<file path="src/rtl/fifo_pkg.sv">
// Shared definitions for the sample-FIFO frame reader: default widths and the
// reader FSM state encoding.
package fifo_pkg;

    localparam int DEF_DATA_WIDTH = 14;
    localparam int DEF_FIFO_DEPTH = 64;
    localparam int COUNT_W        = $clog2(DEF_FIFO_DEPTH);
    localparam int LEVEL_W        = COUNT_W + 1;

    typedef enum logic [1:0] {
        IDLE     = 2'd0,
        READ     = 2'd1,
        WAIT_OUT = 2'd2
    } state_t;

endpackage

</file>
<file path="src/rtl/frame_skid_buf.sv">
// Two-entry valid/ready buffer carrying {data, sof, eof}. The count output lets
// the producer meter its reads so the buffer never overflows.
module frame_skid_buf #(
    parameter int DATA_WIDTH = 14
) (
    input  logic                  clk,
    input  logic                  rst_n,
    input  logic                  in_valid,
    input  logic [DATA_WIDTH-1:0] in_data,
    input  logic                  in_sof,
    input  logic                  in_eof,
    output logic                  out_valid,
    output logic [DATA_WIDTH-1:0] out_data,
    output logic                  out_sof,
    output logic                  out_eof,
    input  logic                  out_ready,
    output logic [1:0]            count
);

    typedef struct packed {
        logic [DATA_WIDTH-1:0] data;
        logic                  sof;
        logic                  eof;
    } beat_t;

    beat_t mem [2];
    beat_t head;
    logic  wr_ptr;
    logic  rd_ptr;
    logic  push;
    logic  pop;

    assign push      = in_valid;
    assign out_valid = (count != 2'd0);
    assign pop       = out_valid & out_ready;
    assign head      = mem[rd_ptr];

    // Outputs are forced to zero while empty so nothing stale leaks after reset.
    assign out_data = out_valid ? head.data : '0;
    assign out_sof  = out_valid & head.sof;
    assign out_eof  = out_valid & head.eof;

    always_ff @(posedge clk) begin
        if (!rst_n) begin
            mem    <= '{default: '0};
            wr_ptr <= 1'b0;
            rd_ptr <= 1'b0;
            count  <= 2'd0;
        end else begin
            if (push) begin
                mem[wr_ptr] <= '{data: in_data, sof: in_sof, eof: in_eof};
                wr_ptr      <= ~wr_ptr;
            end
            if (pop) begin
                rd_ptr <= ~rd_ptr;
            end
            count <= count + {1'b0, push} - {1'b0, pop};
        end
    end

    a_no_overflow : assert property (@(posedge clk) disable iff (!rst_n)
        !(push && !pop && count == 2'd2));
    a_no_underflow : assert property (@(posedge clk) disable iff (!rst_n)
        !(pop && count == 2'd0));

endmodule

</file>
<file path="src/rtl/fifo_frame_reader.sv">
// Drains the sample FIFO in bursts (or short frames on flush/timeout) and emits
// framed beats on a valid/ready stream through a two-entry output buffer.
module fifo_frame_reader
    import fifo_pkg::*;
#(
    parameter int DATA_WIDTH  = DEF_DATA_WIDTH,
    parameter int FIFO_DEPTH  = DEF_FIFO_DEPTH,
    parameter int BURST_LEN   = 16,
    parameter int TIMEOUT_CYC = 256
) (
    input  logic                          clk,
    input  logic                          rst_n,
    input  logic                          fifo_empty,
    input  logic                          fifo_full,
    input  logic [$clog2(FIFO_DEPTH)-1:0] fifo_count,
    input  logic [DATA_WIDTH-1:0]         rd_data,
    output logic                          rd_en,
    input  logic                          flush,
    output logic [DATA_WIDTH-1:0]         m_data,
    output logic                          m_valid,
    input  logic                          m_ready,
    output logic                          m_sof,
    output logic                          m_eof,
    output logic                          busy
);

    localparam int CW = $clog2(FIFO_DEPTH);
    localparam int LW = CW + 1;
    localparam int TW = $clog2(TIMEOUT_CYC) + 1;

    localparam logic [LW-1:0] BURST_L = LW'(BURST_LEN);
    localparam logic [LW-1:0] DEPTH_L = LW'(FIFO_DEPTH);
    localparam logic [LW-1:0] ONE_L   = LW'(1);
    localparam logic [TW-1:0] TO_LAST = TW'(TIMEOUT_CYC - 1);
    localparam logic [TW-1:0] TO_ONE  = TW'(1);

    state_t        state;
    state_t        state_nxt;
    logic [LW-1:0] level;
    logic [LW-1:0] frame_len;
    logic [LW-1:0] reads_left;
    logic [LW-1:0] beats_left;
    logic [LW-1:0] trig_len;
    logic [TW-1:0] tcnt;
    logic          trigger;
    logic          inflight;
    logic          inflight_sof;
    logic          inflight_eof;
    logic [1:0]    buf_count;
    logic [1:0]    used;
    logic          credit_ok;
    logic          pop;

    // A full FIFO reports count 0, so the full flag supplies the top value.
    assign level = fifo_full ? DEPTH_L : {1'b0, fifo_count};
    assign pop   = m_valid & m_ready;
    assign busy  = (state != IDLE);

    // A beat leaving this cycle frees a slot, which keeps one read per cycle
    // flowing when downstream is always ready.
    assign used      = buf_count + {1'b0, inflight};
    assign credit_ok = (used < 2'd2) || pop;

    always_comb begin
        trigger  = 1'b0;
        trig_len = '0;
        if (level >= BURST_L) begin
            trigger  = 1'b1;
            trig_len = BURST_L;
        end else if (level != '0 && (flush || tcnt == TO_LAST)) begin
            trigger  = 1'b1;
            trig_len = level;
        end
    end

    always_comb begin
        state_nxt = state;
        rd_en     = 1'b0;
        unique case (state)
            IDLE: begin
                if (trigger) begin
                    state_nxt = READ;
                end
            end
            READ: begin
                rd_en = (reads_left != '0) && !fifo_empty && credit_ok;
                if (rd_en && reads_left == ONE_L) begin
                    state_nxt = WAIT_OUT;
                end
            end
            WAIT_OUT: begin
                if (pop && beats_left == ONE_L) begin
                    state_nxt = IDLE;
                end
            end
            default: state_nxt = IDLE;
        endcase
    end

    always_ff @(posedge clk) begin
        if (!rst_n) begin
            state        <= IDLE;
            frame_len    <= '0;
            reads_left   <= '0;
            beats_left   <= '0;
            tcnt         <= '0;
            inflight     <= 1'b0;
            inflight_sof <= 1'b0;
            inflight_eof <= 1'b0;
        end else begin
            state <= state_nxt;
            // Frame position is known at read time; it travels with the read.
            inflight     <= rd_en;
            inflight_sof <= rd_en && (reads_left == frame_len);
            inflight_eof <= rd_en && (reads_left == ONE_L);
            if (state == IDLE) begin
                if (trigger) begin
                    frame_len  <= trig_len;
                    reads_left <= trig_len;
                    beats_left <= trig_len;
                    tcnt       <= '0;
                end else if (level == '0) begin
                    tcnt <= '0;
                end else begin
                    tcnt <= tcnt + TO_ONE;
                end
            end else begin
                tcnt <= '0;
                if (rd_en) begin
                    reads_left <= reads_left - ONE_L;
                end
                if (pop) begin
                    beats_left <= beats_left - ONE_L;
                end
            end
        end
    end

    frame_skid_buf #(
        .DATA_WIDTH(DATA_WIDTH)
    ) u_buf (
        .clk      (clk),
        .rst_n    (rst_n),
        .in_valid (inflight),
        .in_data  (rd_data),
        .in_sof   (inflight_sof),
        .in_eof   (inflight_eof),
        .out_valid(m_valid),
        .out_data (m_data),
        .out_sof  (m_sof),
        .out_eof  (m_eof),
        .out_ready(m_ready),
        .count    (buf_count)
    );

    a_no_read_in_idle : assert property (@(posedge clk) disable iff (!rst_n)
        !(rd_en && state == IDLE));

endmodule

</file>
<file path="config.mk">
export PLATFORM = sky130hd
export DESIGN_NAME = fifo_frame_reader
export DESIGN_NICKNAME = d
export VERILOG_FILES = /design/src/rtl/fifo_pkg.sv /design/src/rtl/frame_skid_buf.sv /design/src/rtl/fifo_frame_reader.sv
export SDC_FILE = /design/constraint.sdc
export NUM_CORES = 1
export LEC_CHECK = 0
export ABC_AREA = 1
export BUFFER_PORTS_ARGS = -buffer_cell sky130_fd_sc_hd__buf_2
export CORE_ASPECT_RATIO = 1.2
export CORE_MARGIN = 8
export CORE_UTILIZATION = 50
export DETAILED_ROUTE_END_ITERATION = 7
export PLACE_DENSITY = 0.72
export SYNTH_ARGS = -nofsm -noshare
export SYNTH_HDL_FRONTEND = slang
export SYNTH_SLANG_ARGS = --single-unit
</file>
<file path="constraint.sdc">
create_clock -name clk -period 2.6 [get_ports clk]
set_clock_uncertainty 0.05 [all_clocks]
set_input_delay 0.39 -clock clk [delete_from_list [all_inputs] [get_ports clk]]
set_output_delay 0.39 -clock clk [all_outputs]
set_load 0.02 [all_outputs]
</file>
-- Word-level counts from Yosys, hierarchy flattened
Cells that the tools add are included.
- add/sub/neg operators: 5
- eq/ne operators: 9
- $lt $le $gt $ge: 5
- reduce and logical (&&, ||, !) cells: 24
- bitwise operators: 9
- muxes and demuxes: 22
- operators by type and width (cell ; number):
    16-bit 2-to-1 mux ; 4
    7-bit 2-to-1 mux ; 8
    32-bit bitwise mux ; 1
    16-bit demux with 1-bit select ; 1
    7-bit by 1-bit == test with 1-bit output, second input constant ; 2
    14-bit 2-to-1 mux ; 1
    7-bit nonzero test ; 2
    7-bit by 1-bit subtractor with 7-bit output, second input constant ; 2
    9-bit by 1-bit adder with 9-bit output, second input constant ; 1
    9-bit by 8-bit == test with 1-bit output, second input constant ; 1
    1-bit logical AND ; 8
    2-bit nonzero test ; 4
    7-bit == test ; 1
    7-bit by 5-bit >= comparator with 1-bit output, second input constant ; 1
    7-bit zero test ; 1
    2-bit 2-to-1 mux ; 3
    2-bit inequality test, second input constant ; 3
    2-bit one-hot mux with 3 select lines ; 1
    2-bit AND reduction ; 3
    2-bit >= comparator, second input constant ; 2
    1-bit inverter ; 4
    1-bit inverter with 2-bit output ; 2
    4-bit OR reduction ; 1
    1-bit bitwise AND ; 3
    11 further kinds ; 14
- input port bits: 26
- bits in registers: 71
- logic and storage cells: 91
- output and inout bits: 19

-- Longest topological paths before layout
Gate-level depths: netlist of run 1.
- depth in word-level cells: 7
- depth in mapped cells: 14
- gate-level depth less buffers: 14

-- Cells and area by module
From an unflattened synthesis of run 1, not the netlist that was laid out.
- cells, all modules: 491
- area, all modules: 3475.8 sq um
- by module, submodules not included (module ; instances ; area an instance (sq um) ; cells an instance):
    fifo_frame_reader ; 1 ; 1885.6 ; 268
    frame_skid_buf ; 1 ; 1590.3 ; 223

-- Worst setup path after synthesis of run 1
Ideal clock, no wire load.
- path type: register -> register
- from: reg tcnt[0]
- to: reg reads_left[4]
- path buffers: 1
- stages on the path, launching flop included: 13
- slack: 0.661 ns
- data arrival time: 1.774 ns
- library setup time: 0.115 ns
- data required time: 2.435 ns
- cells stage by stage: dfxtp_1 -> ha_1 -> nand2_1 -> nor3_1 -> nand2_1 -> nor2_1 -> ha_1 -> nor2_2 -> o21bai_2 -> nand2_4 -> buf_8 -> a21oi_1 -> nor2_1
- cells in the longest elaborated chain, start to end: 7
- elaborated cells on any way between the ends: 11
- those cells by class: eq/ne (2); mux (6); reduce/logical (3)
- ends and longest elaborated chain (item ; RTL line ; RTL):
    start, declared ; fifo_frame_reader.sv:44 ; logic [TW-1:0] tcnt;
    start signal, assigned ; fifo_frame_reader.sv:125 ; tcnt <= tcnt + TO_ONE;
    9-bit by 8-bit == test with 1-bit output (*) ; fifo_frame_reader.sv:70 ; end else if (level != '0 && (flush || tcnt == TO_LAST)) begin
    1-bit logical OR (*) ; fifo_frame_reader.sv:70 ;
    1-bit logical AND (*) ; fifo_frame_reader.sv:70 ;
    1-bit 2-to-1 mux / 7-bit 2-to-1 mux (equally long branches) ; fifo_frame_reader.sv:70 ;
    1-bit 2-to-1 mux / 7-bit 2-to-1 mux (equally long branches) ; fifo_frame_reader.sv:67 ; if (level >= BURST_L) begin
    2-bit inequality test (no source line) / 7-bit 2-to-1 mux (equally long branches) ; n/a ;
    2-bit AND reduction (no source line) / 7-bit 2-to-1 mux (equally long branches) ; n/a ;
    end signal, assigned ; fifo_frame_reader.sv:119 ; reads_left <= trig_len;
    end signal, assigned ; fifo_frame_reader.sv:130 ; reads_left <= reads_left - ONE_L;
    end, declared ; fifo_frame_reader.sv:41 ; logic [LW-1:0] reads_left;
Every way passes the cells marked *; elsewhere a longest branch is shown, timed or not. The select of a mux whose other input is x is not followed.
A chain may end at the register's enable or synchronous reset.

-- Worst setup path in the final report of run 1
- from: reg reads_left[0]
- to: out rd_en
- cells in the longest elaborated chain, start to end: 4
- ends and longest elaborated chain (item ; RTL line ; RTL):
    7-bit nonzero test ; fifo_frame_reader.sv:86 ; rd_en = (reads_left != '0) && !fifo_empty && credit_ok;
    1-bit logical AND (2 in series) ; fifo_frame_reader.sv:86 ;
    1-bit 2-to-1 mux ; fifo_frame_reader.sv:79 ; unique case (state)
    end, declared ; fifo_frame_reader.sv:17 ; output logic rd_en,
Every way passes these cells.

==> results.py, run 1 <==
metrics = {
    "cts": {
        "post-cts-setup-buffers": 0,
        "cts_hold_buffers": 0,
        "cts.sinks": 71,
        "cts_resized": 0,
        "h-tree-depth": 3,
        "ctsLongestPathBuffers": 2,
        "clk_latency_ns": 0.34,
        "cts_buffers": 9,
        "clkSlewWorstSetupHoldPaths_ns": 0.08,
        "clockRootBuffer": "clkbuf_8",
        "cts_tree": "done",
    },
    "synth": {
        "yosysWarnings": 0,
        "postSynthCellCount": 489,
        "synthTopCellsByArea": "dfxtp_1 40%, nor2_1 11%, nand2_1 9.6%",
        "yosysUniqueCellTypes": 35,
        "ys_ff_latch": 71,
        "synth_area_sq_um": 3520,
        "synth-seq-area-share": 0.404,
        "syn_nets": 523,
        "synth_area_per_cell_sq_um": 7.20,
        "synth.largest_area_cell": "dfxtp_1",
        "synth_top_area_frac": 0.404,
    },
    "place": {
        "placed_cell_area_sq_um": 3800,
        "gp_congestion": 0.827,
        "io_buffers": 44,
        "hpwl_um": 5500,
    },
    "finish": {
        "register_area_sq_um": 1420,
        "fin_area_sq_um": 4010,
        "multiInputGateArea_sq_um": 1850,
        "antenna_cells": 0,
        "fill_cells": 672,
        "nNetsFinal": 567,
        "layout-drive-gt1-share": 0.186,
        "syn_to_final_growth_pct": 14.0,
    },
    "timing": {
        "setup_tns_ns": 0,
        "period_minus_slack_ns": 2.33,
        "slew-limit-headroom": 0.635,
        "drv_slew": 0,
        "holdWs_ns": 0.229,
        "tightestPinTransition_ns": 0.544,
        "setup_viol": 0,
        "hold_viol": 0,
        "period_share": 0.897,
        "fmax_mhz": 429,
        "rsz0062_at_grt": "no",
    },
    "power": {
        "p_sw_frac": 0.345,
        "p_switching_mw": 1.05,
        "internal_power_mw": 1.99,
        "ir_drop_mv": 0.307,
        "leakage_nw": 1.69,
        "p_comb_frac": 0.281,
        "power_density_nw_per_um2": 757,
        "p_clk_frac": 0.310,
        "seq_power_share": 0.410,
    },
    "grt": {
        "grt_pass1_vias": 3002,
        "antenna_found_initial": 0,
        "grt_use_total": 0.163,
        "grt_max_degree": 28,
        "grt.overflow.total": 0,
        "grt_pass1_wl_um": 13400,
    },
    "routing": {
        "wire_per_inst_um": 12.7,
        "vias_per_cell": 5.08,
        "drt_wl_total_um": 7950,
        "first_pass_iters": 5,
        "drtAntennaViolNets": 0,
        "via_count": 3173,
        "remaining_drc_errors": 0,
        "drt-initial-drc-count": 175,
    },
    "floorplanning": {
        "dieArea_sq_um": 9990,
        "design.core.area_sq_um": 6810,
        "initial_core_util": 0.516,
        "rows": 33,
        "pin_count": 45,
        "die_h_um": 108,
        "dieWidth_um": 92.6,
    },
    "worst_setup_path": {
        "critPathKind": "reg2out",
        "required_ns": 2.16,
        "crit_path_start_kind": "flop",
        "critPathMaxFanout": 16,
        "cp-end-kind": "output pin",
        "arrival_ns": 1.89,
    },
    "run": {
        "max-cap-violations": 0,
    },
    "worst_hold_path": {
        "hold_path_class": "in2reg",
    },
    "outcome": {
        "status": "finished clean",
    },
}
==> worst paths after layout <==
kind                               from                         end  slack (ns)  cells past startpoint
max reg2reg          tcnt[0]$_SDFF_PP0_  reads_left[4]$_SDFFE_PN0P_        0.56                     11
max          reads_left[0]$_SDFFE_PN0P_                       rd_en        0.27                      8
min                         rd_data[11]  u_buf.mem[29]$_SDFFE_PN0P_        0.23                      3
min reg2reg   frame_len[6]$_SDFFE_PN0P_   frame_len[6]$_SDFFE_PN0P_        0.40                      2
==> worst max-delay path: stages, from the launching register on <==
cell and delay [ns]:
dfxtp_1 0.37, inv_1 0.11, ha_1 0.25, nand2_2 0.11
nor2_4 0.05, nand3_4 0.09, nand4_4 0.22, inv_1 0.17
buf_2 0.18
==> registers in the layout (all words and copies together), names as in the netlist <==
name and flops:
tcnt 9, state 2, u_buf.mem 32, u_buf.rd_ptr 1, u_buf.wr_ptr 1, inflight_eof 1, u_buf.count 2, inflight_sof 1
frame_len 7, beats_left 7, reads_left 7, inflight 1
==> layout make-up <==
class / instances / area share
timing repair buffer: 49 / 0.0643
sequential: 71 / 0.354
tap: 87 / 0.0271
clock inverter: 6 / 0.0215
clock buffer: 9 / 0.0309
inverter: 43 / 0.0406
multi-input combinational: 359 / 0.461
==> metal layers <==
layer | vias to the layer above | track usage | share of wire
met1 | 1429 | 0.171 | 0.43
met4 | 0 | 0.0681 | 0.014
met5 | - | 0 | 0
li1 | 1657 | - | -
met2 | 75 | 0.306 | 0.51
met3 | 12 | 0.0356 | 0.053
==> cells by family after synthesis <==
family,count (synthesis),synth area share
buffers and inverters,59,0.0704
and+or+nand+nor,253,0.337
adders and majority gates,8,0.0285
DFF,71,0.404
AOI/OAI and AO/OA,85,0.128
xor gates and xnor gates,13,0.0324
==> power groups by stage <==
stage	combinational, mW	clock (mW)	sequential (mW)
2_1_floorplan	0.664	0	1.25
3_3_place_gp	0.833	0	1.26
3_5_place_dp	0.852	0	1.27
4_1_cts	0.861	0.965	1.24
5_1_grt	0.960	1.01	1.25
6_report	0.852	0.939	1.24
==> metrics by stage <==
step	instances	util	total power, mW	worst slack [ns]
6_report	624	0.589	3.04	0.269
5_1_grt	624	0.589	3.23	0.119
4_1_cts	624	0.589	3.07	0.257
3_5_place_dp	609	0.558	2.12	0.542
3_3_place_gp	609	0.558	2.10	0.608
2_1_floorplan	489	-	1.91	0.661
==> layout by cell type, fill, tap and decap left out, drive strengths merged <==
cell type  instances
a21oi             38
nand3             29
xnor2             10
nor3               4
a31oi              2
dfxtp             71
nor3b              1
nand4              9
xor2               3
o21ba              1
bufinv             2
nand2            100
clkbuf             9
clkinvlp           1
or2                2
nand3b             1
buf               49
nor4               1
o21ai             43
nor2             106
inv               39
clkinv             7
o21bai             1
ha                 8
==> cell usage after synthesis, drive strengths merged <==
cell and instances:
nand3b 1, nor3 4, clkbuf 9, nor3b 1
o21ba 1, or2 2, xnor2 10, dfxtp 71
buf 7, nand3 29, ha 8, o21bai 1
xor2 3, a31oi 2, o21ai 43, nor2 106
nand2 100, clkinv 4, a21oi 38, nor4 1
inv 39, nand4 9
(Power assumes the default switching activity.)
==> run 2, diff against run 1 <==
--- a/config.mk
+++ b/config.mk
@@ -11,7 +11,8 @@
 export CORE_MARGIN = 8
 export CORE_UTILIZATION = 50
 export DETAILED_ROUTE_END_ITERATION = 7
-export PLACE_DENSITY = 0.72
+export PLACE_DENSITY = 0.73
 export SYNTH_ARGS = -nofsm -noshare
 export SYNTH_HDL_FRONTEND = slang
+export SYNTH_HIERARCHICAL = 1
 export SYNTH_SLANG_ARGS = --single-unit
==> results.py, run 2 <==
metrics = {
    "place": {
        "io_buffers": 44,
        "hpwl_um": 5640,
        "gp_congestion": 0.881,
    },
    "finish": {
        "largestRegisters": "u_buf/mem (32), tcnt (9)",
        "largest_register_ffs": 32,
        "antenna_cells": 0,
        "layout_commonest_cell": "nor2_1",
        "syn_to_final_growth_pct": 14.4,
        "layout-drive-gt1-share": 0.159,
        "final_cell_mix": "107 x nor2_1, 104 x nand2_1, 71 x dfxtp_1, 44 x buf_2, 37 x o21ai_0",
        "regMostFlops": "u_buf/mem",
        "nNetsFinal": 570,
        "utilization": 0.587,
    },
    "routing": {
        "wire_per_inst_um": 12.4,
        "remaining_drc_errors": 0,
        "drtAntennaViolNets": 0,
        "drt_wl_total_um": 7780,
        "drt-initial-drc-count": 116,
        "via_count": 3175,
        "first_pass_iters": 4,
        "vias_per_cell": 5.06,
    },
    "cts": {
        "cts_resized": 0,
        "h-tree-depth": 3,
        "clockRootBuffer": "clkbuf_8",
        "cts_hold_buffers": 0,
        "post-cts-setup-buffers": 0,
        "cts_tree": "done",
        "clkSlewWorstSetupHoldPaths_ns": 0.08,
        "cts_buffers": 9,
        "clk_latency_ns": 0.34,
        "cts.sinks": 71,
        "ctsLongestPathBuffers": 2,
    },
    "timing": {
        "rsz0062_at_grt": "no",
        "setup_viol": 0,
        "hold_viol": 0,
        "period_share": 0.901,
        "slew-limit-headroom": 0.614,
        "setup_tns_ns": 0,
        "fmax_mhz": 427,
        "tightestPinTransition_ns": 0.580,
        "holdWs_ns": 0.255,
        "period_minus_slack_ns": 2.34,
        "drv_slew": 0,
    },
    "synth": {
        "yosysUniqueCellTypes": 37,
        "ys.flop_type": "dfxtp_1",
        "syn_nets": 525,
        "synth_common_cells": "107 x nor2_1, 104 x nand2_1, 71 x dfxtp_1",
        "async_reset_ff_frac": 0,
        "ys_ff_latch": 71,
        "synthTopCellsByArea": "dfxtp_1 41%, nor2_1 12%, nand2_1 11%",
        "synth_top_area_frac": 0.409,
        "yosysWarnings": 6,
        "synth_area_per_cell_sq_um": 7.08,
        "yosysMostFrequentCell": "nor2_1",
        "postSynthCellCount": 491,
        "synth_area_sq_um": 3480,
        "synth-seq-area-share": 0.409,
        "synth.largest_area_cell": "dfxtp_1",
        "synth_edf_count": 0,
    },
    "worst_setup_path": {
        "critPathKind": "reg2out",
        "crit_cells": 8,
        "cp_slowest_cell": "dfxtp_1",
        "cpMostUsedCell": "nand2_1",
        "reg2reg_depth": 14,
        "critPathMaxStageDelay_ns": 0.42,
        "cpLargestDelayFamily": "simple AND/OR/NAND/NOR gates",
        "required_ns": 2.16,
        "critPathMaxFanout": 5,
        "cp-end-kind": "output pin",
        "crit_chain": "inv_1 > ha_1 > nand2_1 > nor2_1 > nand2_1 > nand3_1 > nor2_4 > buf_2",
        "crit_path_start_kind": "flop",
        "critPathBufInv": 2,
        "arrival_ns": 1.90,
    },
    "floorplanning": {
        "pin_count": 45,
        "die_h_um": 107,
        "dieWidth_um": 92.1,
        "design.core.area_sq_um": 6770,
        "dieArea_sq_um": 9890,
        "initial_core_util": 0.513,
        "rows": 33,
    },
    "worst_hold_path": {
        "whs_path_depth": 3,
        "hold_path_class": "in2reg",
    },
    "grt": {
        "grt.overflow.total": 0,
        "antenna_found_initial": 0,
        "grt_use_total": 0.167,
        "grt_pass1_vias": 3061,
        "grt_pass1_wl_um": 13600,
        "grt_max_degree": 36,
    },
    "outcome": {
        "status": "finished clean",
    },
    "power": {
        "leakage_nw": 1.72,
        "total_power_mw": 3.37,
        "ir_drop_mv": 0.415,
        "power_density_nw_per_um2": 848,
    },
    "run": {
        "max-cap-violations": 0,
    },
}
run 2: cell count changes in the layout (fill, tap and decap cells not counted), moves of 3 or more:
| cell | change |
|---|---|
| o21ai_1 | +4 |
| nor2_1 | +5 |
| o21ai_0 | -6 |
| nand2_2 | -6 |
| a21oi_2 | -3 |
| nand2_1 | +14 |
| nand3_2 | -4 |
| a21oi_1 | -3 |
| xor2_1 | +3 |
run 2: report_power, final:
group	leakage [nW]	internal, mW	switching [mW]
clock	0.130	0.690	0.409
sequential	0.576	1.19	0.111
combinational	1.01	0.346	0.623
run 2: per-stage QoR:
step | setup WS (ns) | area (sq um) | std cells
floorplan | 0.682 | 3480 | 491
global placement | 0.530 | 3720 | 612
detailed placement | 0.441 | 3720 | 612
CTS | 0.218 | 3980 | 628
global route | 0.105 | 3980 | 628
finish | 0.257 | 3980 | 628
run 2: per-layer routing:
layer | GRT usage | up-vias | wire length [um]
met4 | 0.0796 | 0 | 148
li1 | - | 1655 | -
met5 | 0 | - | 0
met1 | 0.181 | 1444 | 3350
met3 | 0.0475 | 13 | 433
met2 | 0.293 | 63 | 3850
run 2: worst min-delay path, stage by stage:
cell and delay (ns):
buf_2 0.09, o21ai_1 0.06, nor2_1 0.07
run 2: area by class of cell:
class,instances,area [sq um]
fill,661,2800
multi-input combinational,363,1770
sequential,71,1420
timing repair buffer,48,250
inverter,43,174
clock buffer,11,151
tap,87,109
clock inverter,5,104
run 2: worst paths after layout:
check                                   from                          to  slack [ns]
setup reg to reg          tcnt[0]$_SDFF_PP0_  reads_left[1]$_SDFFE_PN0P_        0.44
hold / removal                   rd_data[11]  u_buf/mem[29]$_SDFFE_PN0P_        0.25
setup / recovery  reads_left[0]$_SDFFE_PN0P_                       rd_en        0.26
hold reg to reg    frame_len[5]$_SDFFE_PN0P_   frame_len[5]$_SDFFE_PN0P_        0.40
run 2: cell families (layout without fill, tap and decap cells):
logic type | count (synthesis) | in the layout | synth area share
AO/OA/AOI/OAI | 78 | 78 | 0.116
XOR/XNOR | 15 | 15 | 0.0378
adder cells (fa/ha/maj) | 8 | 8 | 0.0288
buffers and inverters | 57 | 107 | 0.0832
AND/OR/NAND/NOR | 262 | 262 | 0.326
flip-flops | 71 | 71 | 0.409
==> run 3, diff against run 2 <==
--- a/config.mk
+++ b/config.mk
@@ -6,7 +6,7 @@
 export NUM_CORES = 1
 export LEC_CHECK = 0
 export ABC_AREA = 1
-export BUFFER_PORTS_ARGS = -buffer_cell sky130_fd_sc_hd__buf_2
+export BUFFER_PORTS_ARGS = -buffer_cell sky130_fd_sc_hd__buf_4
 export CORE_ASPECT_RATIO = 1.2
 export CORE_MARGIN = 8
 export CORE_UTILIZATION = 50
==> results.py, run 3 (synthesized netlist as in run 2, its figures left out) <==
metrics = {
    "worst_setup_path": {
        "required_ns": 2.16,
        "critPathKind": "reg2out",
        "r2r_slack_ns": 0.33,
        "critPathMaxFanout": 5,
        "crit_path_start_kind": "flop",
        "cp-end-kind": "output pin",
        "arrival_ns": 1.86,
    },
    "finish": {
        "layout-drive-gt1-share": 0.158,
        "largest_register_ffs": 32,
        "fill_cells": 661,
        "syn_to_final_growth_pct": 15.4,
        "utilization": 0.592,
        "regMostFlops": "u_buf/mem",
        "nNetsFinal": 569,
        "final_cell_mix": "107 x nor2_1, 103 x nand2_1, 71 x dfxtp_1, 47 x buf_4, 37 x o21ai_0",
        "antenna_cells": 0,
        "largestRegisters": "u_buf/mem (32), tcnt (9)",
        "layout_commonest_cell": "nor2_1",
    },
    "place": {
        "pre_cts_slack_ns": 0.270,
        "gp_congestion": 0.865,
        "io_buffers": 44,
        "hpwl_um": 5820,
    },
    "routing": {
        "first_pass_iters": 4,
        "wire_per_inst_um": 12.6,
        "drt_wl_total_um": 7870,
        "drt-initial-drc-count": 107,
        "remaining_drc_errors": 0,
        "drtAntennaViolNets": 0,
        "vias_per_cell": 4.97,
        "via_count": 3114,
    },
    "grt": {
        "grt_max_degree": 39,
        "grt_pass1_vias": 3053,
        "grt_pass1_wl_um": 13700,
        "grt.overflow.total": 0,
        "antenna_found_initial": 0,
        "grt_use_total": 0.172,
    },
    "timing": {
        "setup_tns_ns": 0,
        "period_minus_slack_ns": 2.30,
        "fin_ws_ns": 0.298,
        "hold_viol": 0,
        "drv_slew": 0,
        "fmax_mhz": 434,
        "slew-limit-headroom": 0.740,
        "period_share": 0.885,
        "tightestPinTransition_ns": 0.389,
        "rsz0062_at_grt": "no",
        "setup_viol": 0,
    },
    "floorplanning": {
        "dieArea_sq_um": 9890,
        "rows": 33,
        "pin_count": 45,
        "design.core.area_sq_um": 6770,
        "dieWidth_um": 92.1,
        "die_h_um": 107,
        "initial_core_util": 0.513,
    },
    "power": {
        "leakage_nw": 1.69,
        "ir_drop_mv": 0.513,
        "power_density_nw_per_um2": 782,
    },
    "cts": {
        "post-cts-setup-buffers": 0,
        "clkSlewWorstSetupHoldPaths_ns": 0.08,
        "cts_buffers": 9,
        "ctsLongestPathBuffers": 2,
        "cts_hold_buffers": 0,
        "clockRootBuffer": "clkbuf_8",
        "cts_tree": "done",
        "h-tree-depth": 3,
        "cts_resized": 0,
        "clk_latency_ns": 0.35,
        "cts.sinks": 71,
    },
    "run": {
        "max-cap-violations": 0,
    },
    "outcome": {
        "status": "finished clean",
    },
    "worst_hold_path": {
        "hold_path_class": "in2reg",
    },
}
==> run 3: critical path: stages, from the launching register on <==
cell     delay [ns]
dfxtp_1        0.40
inv_1          0.11
ha_1           0.23
nand2_1        0.09
nor2_1         0.05
nand2_1        0.10
nand3_1        0.13
nor2_4         0.21
buf_4          0.18
==> run 3: layout make-up <==
class                           count  area, sq um  area share
Tap cell                           87          109      0.0271
Clock buffer                        9          124      0.0309
Inverter                           43          174      0.0434
Clock inverter                      6         62.6      0.0156
Multi-Input combinational cell    363         1770       0.441
Sequential cell                    71         1420       0.354
Timing Repair Buffer               47          353      0.0880
==> run 3: final timing paths <==
kind                              start                    endpoint  cells after the start
max reg2reg          tcnt[0]$_SDFF_PP0_  beats_left[3]$_SDFFE_PN0P_                     13
min reg2reg   frame_len[6]$_SDFFE_PN0P_   frame_len[6]$_SDFFE_PN0P_                      2
min                         rd_data[11]  u_buf/mem[29]$_SDFFE_PN0P_                      3
max          reads_left[0]$_SDFFE_PN0P_                       rd_en                      8
==> run 3: routing by layer <==
| layer | vias to the layer above | part of all wire | GRT usage |
|---|---|---|---|
| met5 | - | 0 | 0 |
| met4 | 0 | 0.022 | 0.0830 |
| met3 | 15 | 0.050 | 0.0544 |
| met2 | 63 | 0.51 | 0.309 |
| met1 | 1386 | 0.42 | 0.176 |
| li1 | 1650 | - | - |
==> run 3: stage by stage <==
step / instances / instance area [sq um] / hold WS (ns) / total power, mW
6_report: 626 / 4010 / 0.240 / 3.14
5_1_grt: 626 / 4010 / 0.235 / 3.37
4_1_cts: 626 / 4010 / 0.224 / 3.17
3_5_place_dp: 611 / 3820 / 0.395 / 2.31
3_3_place_gp: 611 / 3820 / 0.394 / 2.29
2_1_floorplan: 491 / 3480 / 0.378 / 2.06
==> run 3: report_power, final <==
group          internal [mW]  switching [mW]  total, mW
sequential              1.19           0.108       1.30
clock                  0.434           0.420      0.854
combinational          0.366           0.617      0.982
